$ cat src/rtl/pulse_gen_pkg.sv
// Shared types and defaults for the multi-channel one-shot pulse generator.
package pulse_gen_pkg;

  typedef enum logic [1:0] {
    EDGE_RISE = 2'b00,
    EDGE_FALL = 2'b01,
    EDGE_BOTH = 2'b10,
    EDGE_OFF  = 2'b11
  } edge_mode_t;

  localparam int DEFAULT_LEN_C = 5;

  // Event from the synchronised level s and its one-cycle-old copy p.
  function automatic logic edge_event(input edge_mode_t mode, input logic s, input logic p);
    logic ev;
    ev = 1'b0;
    case (mode)
      EDGE_RISE: ev = s & ~p;
      EDGE_FALL: ev = ~s & p;
      EDGE_BOTH: ev = s ^ p;
      default:   ev = 1'b0;
    endcase
    return ev;
  endfunction

endpackage

$ cat src/rtl/pulse_channel.sv
// One channel: input synchroniser, edge detect, config registers,
// pulse-length counter and sticky overrun flag.
module pulse_channel
  import pulse_gen_pkg::*;
#(
  parameter int LEN_W       = 16,
  parameter int DEFAULT_LEN = DEFAULT_LEN_C,
  parameter int SYNC_STAGES = 2
) (
  input  logic             clk,
  input  logic             rst,
  input  logic             in,
  input  logic             we,
  input  logic [LEN_W-1:0] wr_len,
  input  logic [1:0]       wr_mode,
  input  logic             wr_retrig,
  input  logic             ovr_clr,
  output logic             out,
  output logic             overrun
);

  logic [SYNC_STAGES-1:0] sync_q;
  logic                   s;
  logic                   p;
  logic [LEN_W-1:0]       len;
  logic [LEN_W-1:0]       cnt;
  edge_mode_t             mode;
  logic                   retrig;
  logic                   ev;
  logic                   load;
  logic                   ignore;

  assign s = sync_q[SYNC_STAGES-1];

  always_ff @(posedge clk or posedge rst) begin
    if (rst) begin
      sync_q <= '0;
      p      <= 1'b0;
    end else begin
      sync_q <= {sync_q[SYNC_STAGES-2:0], in};
      p      <= s;
    end
  end

  // Events see the config registered before this edge, so a write in the
  // same cycle only affects later triggers.
  assign ev     = edge_event(mode, s, p);
  assign load   = ev && (len != '0) && ((cnt == '0) || retrig);
  assign ignore = ev && (len != '0) && (cnt != '0) && !retrig;

  always_ff @(posedge clk or posedge rst) begin
    if (rst) begin
      len    <= LEN_W'(DEFAULT_LEN);
      mode   <= EDGE_RISE;
      retrig <= 1'b0;
    end else if (we) begin
      len    <= wr_len;
      mode   <= edge_mode_t'(wr_mode);
      retrig <= wr_retrig;
    end
  end

  always_ff @(posedge clk or posedge rst) begin
    if (rst) begin
      cnt <= '0;
      out <= 1'b0;
    end else if (load) begin
      cnt <= len;
      out <= 1'b1;
    end else if (cnt > LEN_W'(1)) begin
      cnt <= cnt - LEN_W'(1);
    end else if (cnt == LEN_W'(1)) begin
      cnt <= '0;
      out <= 1'b0;
    end
  end

  // Set has priority over a simultaneous clear.
  always_ff @(posedge clk or posedge rst) begin
    if (rst) begin
      overrun <= 1'b0;
    end else if (ignore) begin
      overrun <= 1'b1;
    end else if (ovr_clr) begin
      overrun <= 1'b0;
    end
  end

endmodule

$ cat src/rtl/multi_channel_pulse_gen.sv
// CH independent edge-triggered one-shots with per-channel length, edge mode,
// retrigger enable and overrun flag; config written one channel at a time.
module multi_channel_pulse_gen
  import pulse_gen_pkg::*;
#(
  parameter int  CH          = 4,
  parameter int  LEN_W       = 16,
  parameter int  DEFAULT_LEN = DEFAULT_LEN_C,
  parameter int  SYNC_STAGES = 2,
  localparam int CH_W        = (CH > 1) ? $clog2(CH) : 1
) (
  input  logic             clk,
  input  logic             rst,
  input  logic [CH-1:0]    in,
  input  logic             wr,
  input  logic [CH_W-1:0]  wr_ch,
  input  logic [LEN_W-1:0] wr_len,
  input  logic [1:0]       wr_mode,
  input  logic             wr_retrig,
  input  logic [CH-1:0]    ovr_clr,
  output logic [CH-1:0]    out,
  output logic [CH-1:0]    busy,
  output logic [CH-1:0]    overrun
);

  logic          wr_ok;
  logic [CH-1:0] we;

  // Indices at or beyond CH are dropped rather than aliased onto a channel.
  assign wr_ok = wr && (int'(wr_ch) < CH);

  for (genvar i = 0; i < CH; i++) begin : g_ch
    assign we[i] = wr_ok && (wr_ch == CH_W'(i));

    pulse_channel #(
      .LEN_W       (LEN_W),
      .DEFAULT_LEN (DEFAULT_LEN),
      .SYNC_STAGES (SYNC_STAGES)
    ) u_ch (
      .clk       (clk),
      .rst       (rst),
      .in        (in[i]),
      .we        (we[i]),
      .wr_len    (wr_len),
      .wr_mode   (wr_mode),
      .wr_retrig (wr_retrig),
      .ovr_clr   (ovr_clr[i]),
      .out       (out[i]),
      .overrun   (overrun[i])
    );
  end

  assign busy = out;

endmodule

$ cat config.mk
export PLATFORM = sky130hd
export DESIGN_NAME = multi_channel_pulse_gen
export DESIGN_NICKNAME = d
export VERILOG_FILES = /design/src/rtl/pulse_gen_pkg.sv /design/src/rtl/pulse_channel.sv /design/src/rtl/multi_channel_pulse_gen.sv
export SDC_FILE = /design/constraint.sdc
export NUM_CORES = 1
export LEC_CHECK = 0
export ABC_AREA = 1
export ABC_CLOCK_PERIOD_IN_PS = 5300
export BUFFER_PORTS_ARGS = -buffer_cell sky130_fd_sc_hd__buf_4
export CAP_MARGIN = 10
export CORE_ASPECT_RATIO = 0.8
export CORE_MARGIN = 2
export CORE_UTILIZATION = 40
export DETAILED_ROUTE_END_ITERATION = 6
export REMOVE_ABC_BUFFERS = 1
export SETUP_SLACK_MARGIN = 0.3
export SKIP_CTS_REPAIR_TIMING = 1
export SYNTH_ARGS = -nofsm -noshare
export SYNTH_HDL_FRONTEND = slang
export SYNTH_SLANG_ARGS = --single-unit
$ cat constraint.sdc
create_clock -name clk -period 5.3 [get_ports clk]
set_clock_uncertainty 0.2 [all_clocks]
set_input_delay 0.265 -clock clk [delete_from_list [all_inputs] [get_ports clk]]
set_output_delay 0.265 -clock clk [all_outputs]
set_load 0.01 [all_outputs]
Word-level counts from Yosys, hierarchy flattened

Index checks and enable logic that the tools add are counted.

Reduce and logical (&&, ||, !) cells: 61
Add/subtract/negate cells: 4
Magnitude comparators: 4
Equal/unequal tests: 19
Mux-type cells: 36
Bitwise logic cells: 20

Operator list:

| kind                  | number |
|---|---|
| $mux 16               | 12 |
| $reduce_bool 16->1    | 8 |
| $eq 16x1->1 const B   | 4 |
| $gt 16x1->1 const B   | 4 |
| $logic_not 16->1      | 4 |
| $sub 16x1->16 const B | 4 |
| $logic_and 1x1->1     | 20 |
| $mux 1                | 20 |
| $reduce_bool 2->1     | 8 |
| $eq 2x2->1 const B    | 6 |
| $pmux 1 s3            | 4 |
| $reduce_bool 3->1     | 4 |
| $eq 2x1->1 const B    | 5 |
| $logic_not 2->1       | 5 |
| $and 1x1->1           | 8 |
| $ne 2x1->1 const B    | 4 |
| $not 1->1             | 8 |
| $reduce_and 2->1      | 4 |
| $logic_not 1->1       | 4 |
| $logic_or 1x1->1      | 4 |
| $xor 1x1->1           | 4 |

Logic and storage cells: 176
Output and inout port bits: 12
Input port bits: 32
Bits in registers: 160

Longest topological paths before layout

Word-level depth: 7
Gate-level depth with buffers: 10
Depth with buffers taken out: 10

Modules after synthesis

A second synthesis with hierarchy kept.

Cells, all modules: 1008
Area total of the unflattened synthesis: 8618.3 sq um

By module, submodules not included:

| module                  | instances | cells each | area an instance (sq um) | sequential area each (sq um) |
|---|---|---|---|---|
| pulse_channel           | 4         | 249        | 2139.6                   | 1003.5 |
| multi_channel_pulse_gen | 1         | 12         | 60.1                     | 0.0 |

Worst setup path before layout

Ideal clock, no wire load.

Kind: register to register
Start point: register g_ch[3].u_ch.p
End point: register g_ch[3].u_ch.cnt[10]
Setup slack: 3.562 ns
Period minus slack after synthesis: 1.738 ns
Arrival time: 1.473 ns
Setup time: 0.065 ns
Cell stages (with the launch flop): 10
Path buffers: 2
Data required time: 5.035 ns
Cells stage by stage: dfrtp_1 > inv_1 > ha_1 > nand3b_1 > o21ai_2 > and2_1 > buf_2 > buf_2 > nand3_1 > nand2_1

Word-level cells in the longest chain between the ends: 6
Elaborated cells between the ends (all ways): 9
Those cells by class: mux (2); bitwise (4); reduce/logical (3)

RTL lines:

| item                                                          | line                | RTL |
|---|---|---|
| start, declared                                               | pulse_channel.sv:24 | `logic p;` |
| start signal, assigned                                        | pulse_channel.sv:41 | `p <= s;` |
| $not 1->1                                                     | pulse_gen_pkg.sv:18 | `EDGE_RISE: ev = s & ~p;` |
| $and 1x1->1                                                   | pulse_gen_pkg.sv:18 |  |
| $pmux 1 s3 *                                                  | pulse_gen_pkg.sv:17 | `case (mode)` |
| $logic_and 1x1->1 * (2 in series)                             | pulse_channel.sv:48 | `assign load = ev && (len != '0) && ((cnt == '0) \|\| retrig);` |
| $reduce_bool 3->1 (no line) / $mux 16 (equally long branches) | -                   |  |
| end signal, assigned                                          | pulse_channel.sv:68 | `cnt <= len;` |
| end signal, assigned                                          | pulse_channel.sv:71 | `cnt <= cnt - LEN_W'(1);` |
| end, declared                                                 | pulse_channel.sv:26 | `logic [LEN_W-1:0] cnt;` |

Mark *: on every way between the ends. The rest lies on a longest branch, timed or not.
A chain may end at the register's enable or synchronous reset.

Worst setup path after layout

Start point: register g_ch[0].u_ch.cnt[10]
End point: register g_ch[0].u_ch.cnt[14]

Word-level cells in the longest chain between the ends: 4
Elaborated cells between the ends (all ways): 9
Those cells by class: add/sub (1); order compare (1); eq/ne (1); mux (2); reduce/logical (4)

RTL lines:

| item                                                  | line |
|---|---|
| start, declared                                       | pulse_channel.sv:26 |
| start signal, assigned                                | pulse_channel.sv:68 |
| start signal, assigned                                | pulse_channel.sv:71 |
| branches (longest 4 deep; another with $sub 16x1->16) | - |

Parallel ways; which one is timed is not known.

==> run metrics <==
std cell rows=47; setup TNS after final layout=0 ns; WHS Endpoint=g_ch[0].u_ch.len[4]; number of antenna violations at the first check in global routing=0; final global-route overflow total=0; cells along the critical path=nor2_1 > nand2_1 > nor2_2 > nand2_1 > nand2_2 > nand3_2 > nand3_1 > nand2_1; leak pwr=4.738 nW; antenna violation net count after detailed routing=0; clock tree from TritonCTS=built; total internal power=2.991 mW; maximum clock frequency=464.1 MHz; Reg2Reg Launch Point=g_ch[0].u_ch.cnt[10]; number of pins exceeding their max-slew limit in the final report=0; sink count of the clock tree=160; Buffers on Ports=43; die height=134.1 um; clk buf depth=2; worst max-slew margin expressed relative to the limit=28.20%; Final Critical Period=2.155 ns; final weighted congestion of routability-driven global placement=0.8152; first-pass iteration count of the detailed router=5; sequential cell area fraction in the yosys report=47.42%; slowest library cell on the worst path=sky130_fd_sc_hd__dfrtp_1; number of vias after detailed routing=6651; Reg2Reg Depth=8; sequential share of power=39.9%; Commonest cells post-synth=sky130_fd_sc_hd__nand2_1, sky130_fd_sc_hd__dfrtp_1, sky130_fd_sc_hd__nor2_1; Layout area overhead=13.61%; sum of met2 wire segment lengths after detailed routing=8.254 mm; distinct cell type count of the synthesized netlist=29; Finish-stage setup viols=0; DRC violations left=0; class of the tightest hold or removal check=input port to flip-flop; I/O pin total=44; Comb power frac=32.2%; run status=complete, no violations; total wirelength of the detailed-routed design=19.07 mm; number of register bits inferred by synthesis=160; Final #Nets=1145; clock slew at the register clock pins of the worst setup and hold paths=0.07 ns; WS Path Type=flip-flop to flip-flop; Die X=166.6 um; root cell of the clock tree=sky130_fd_sc_hd__clkbuf_16; wire length on met3=918 um; actual transition at the worst max-transition pin=1.074 ns; fraction of registers with async set/reset=100.0%; power per cell area=495.4 nW/um2; setup repair after global routing missed its margin=false; first-pass GRT wire length=32.01 mm; met1 routed wirelength after detailed routing=9.807 mm; fraction of post-synthesis cell area in the top cell type by area=44.94%; area of the die=22350 um2; Overall Global Routing Usage=17.94%; worst hold stages=3; initial core utilization=40.89%; area of the placeable core=20700 um2; switching power of the nets=1.773 mW; vias in the first global route=6297; HPWL after detailed placement=13.55 mm; number of buffers created by CTS=17; clock latency reported for the late side of the worst-skew pair=0.44 ns; Data required, critical path=5.42 ns; Clk network pwr share=27.9%; cell repeated most along the worst path=sky130_fd_sc_hd__nand2_1; post-synthesis instance area=8464 um2; most numerous cell in the Yosys netlist=sky130_fd_sc_hd__nand2_1; Net Sw Frac=37.22%; synthesized instance count=1063; syn_area_per_cell=7.963 um2; final routed wire length divided by cell count=13.87 um; max_cap viols=0; worst setup slack for register-to-register paths=3.15 ns; average vias per placed instance=4.837; number of fill cells in the layout=2061; Startpoint Class=flip-flop; Detailed Route Iter0 Violations=469; maximum number of pins on one net before global-route repair=77; largest fanout of any net on the critical path=21; library cell with the largest summed area after synthesis=sky130_fd_sc_hd__dfrtp_1; dominant register cell in the synthesized netlist=sky130_fd_sc_hd__dfrtp_1; startpoint of the most critical hold path=wr_len[4]; topmost layer with routed signal wires=met4; Period Utilization, post-route=40.65%; Crit path largest cell delay=0.42 ns; worst flop-to-flop path endpoint=g_ch[0].u_ch.cnt[14]; most area-consuming cells after synthesis=sky130_fd_sc_hd__dfrtp_1, sky130_fd_sc_hd__nand2_1, sky130_fd_sc_hd__nand3_1; Critical Path AT=2.27 ns; number of levels in the clock H-tree=4; hold slack final=0.007149 ns; layout cells sized above 1=12.48%; utilization of the core after routing=46.46%; final hold vios=0; number of flops mapped to enable cells by yosys=0; endpoint class of the critical path=flip-flop; worst voltage drop across the vdd grid=0.0002823 V; ANT cells=0; Yosys Warn Count=0
-- cell type report --
type                    count  area, um2  area share [%]
flip-flops and latches    160       4014           41.74
clock inverters            15      207.7           2.160
multi-input cells         764       3812           39.64
repair buffers             58      470.5           4.892
well taps                 269      336.6           3.500
clock buffers              17      425.4           4.424
inverters                  92      350.3           3.643
-- sequential cells by signal, summed over array words and instances (netlist names) --
signal             cells
g_ch.u_ch.cnt         64
g_ch.u_ch.len         64
g_ch.u_ch.mode         8
g_ch.u_ch.out          4
g_ch.u_ch.overrun      4
g_ch.u_ch.p            4
g_ch.u_ch.retrig       4
g_ch.u_ch.sync_q       8
-- worst max-delay path, delay by kind of cell, from the launching register on --
family        cells  cell delay, ns
flops             1            0.42
simple gates      8            1.40
-- cell families (layout without fill, tap and decap cells) --
| group | after synthesis | after routing | synth area share (%) |
|---|---|---|---|
| buffers and inverters | 139 | 182 | 7.539 |
| DFF | 160 | 160 | 47.42 |
| and+or+nand+nor | 601 | 601 | 31.52 |
| AOI/OAI and AO/OA | 97 | 97 | 5.809 |
| adders and majority gates | 20 | 20 | 2.956 |
| xor gates and xnor gates | 46 | 46 | 4.760 |
-- worst max-delay path by stage --
stage                    startpoint              endpoint  slack (ns)
6_report       g_ch[0].u_ch.cnt[10]  g_ch[0].u_ch.cnt[14]        3.15
5_1_grt         g_ch[0].u_ch.cnt[0]   g_ch[0].u_ch.cnt[0]        2.93
4_1_cts         g_ch[0].u_ch.cnt[0]   g_ch[0].u_ch.cnt[0]        3.16
3_5_place_dp    g_ch[0].u_ch.cnt[0]   g_ch[0].u_ch.cnt[0]        3.18
3_3_place_gp    g_ch[0].u_ch.cnt[0]  g_ch[0].u_ch.cnt[14]        3.22
2_1_floorplan                   rst   g_ch[0].u_ch.cnt[0]        0.53
-- layout by cell type (no fill, tap or decap), types with 3 or more instances in the layout --
cell	count
sky130_fd_sc_hd__dfrtp_1	152
sky130_fd_sc_hd__nor2_4	4
sky130_fd_sc_hd__o21ai_0	81
sky130_fd_sc_hd__dfstp_2	8
sky130_fd_sc_hd__xnor2_1	21
sky130_fd_sc_hd__nand2_1	272
sky130_fd_sc_hd__nand3_4	3
sky130_fd_sc_hd__nand3b_1	3
sky130_fd_sc_hd__ha_1	20
sky130_fd_sc_hd__clkbuf_16	17
sky130_fd_sc_hd__bufinv_16	4
sky130_fd_sc_hd__nand2_2	11
sky130_fd_sc_hd__nand4_1	4
sky130_fd_sc_hd__o21ai_1	14
sky130_fd_sc_hd__inv_1	87
sky130_fd_sc_hd__dlygate4sd3_1	11
sky130_fd_sc_hd__xor2_1	25
sky130_fd_sc_hd__nor2_2	18
sky130_fd_sc_hd__nand3_2	7
sky130_fd_sc_hd__buf_4	46
sky130_fd_sc_hd__inv_6	5
sky130_fd_sc_hd__nor2_1	139
sky130_fd_sc_hd__inv_2	4
sky130_fd_sc_hd__nand3_1	132
sky130_fd_sc_hd__clkinvlp_4	4
sky130_fd_sc_hd__and2_1	5
-- power by group through the flow --
stage / combinational, mW / clock, mW / sequential, mW
global route: 1.79 / 1.41 / 1.95
floorplan: 1.23 / 0 / 1.85
CTS: 1.54 / 1.35 / 1.90
detailed placement: 1.52 / 0 / 1.92
global placement: 1.50 / 0 / 1.92
finish: 1.53 / 1.33 / 1.90
-- routing by layer --
metal / GRT usage [%] / up-vias
met3: 3.747 / 9
met5: 0 / -
met4: 4.550 / 0
li1: - / 3422
met1: 27.02 / 3103
met2: 26.31 / 117
-- stage by stage --
step	total power [mW]	instances	worst slack (ns)	area (um2)
final	4.764	1375	3.145	9617
after global routing	5.151	1375	2.935	9617
after CTS	4.789	1363	3.156	9492
after detailed placement	3.440	1331	3.176	8859
after global placement	3.420	1331	3.225	8859
after floorplan	3.082	1016	0.5283	8172
(Power assumes the default switching activity.)
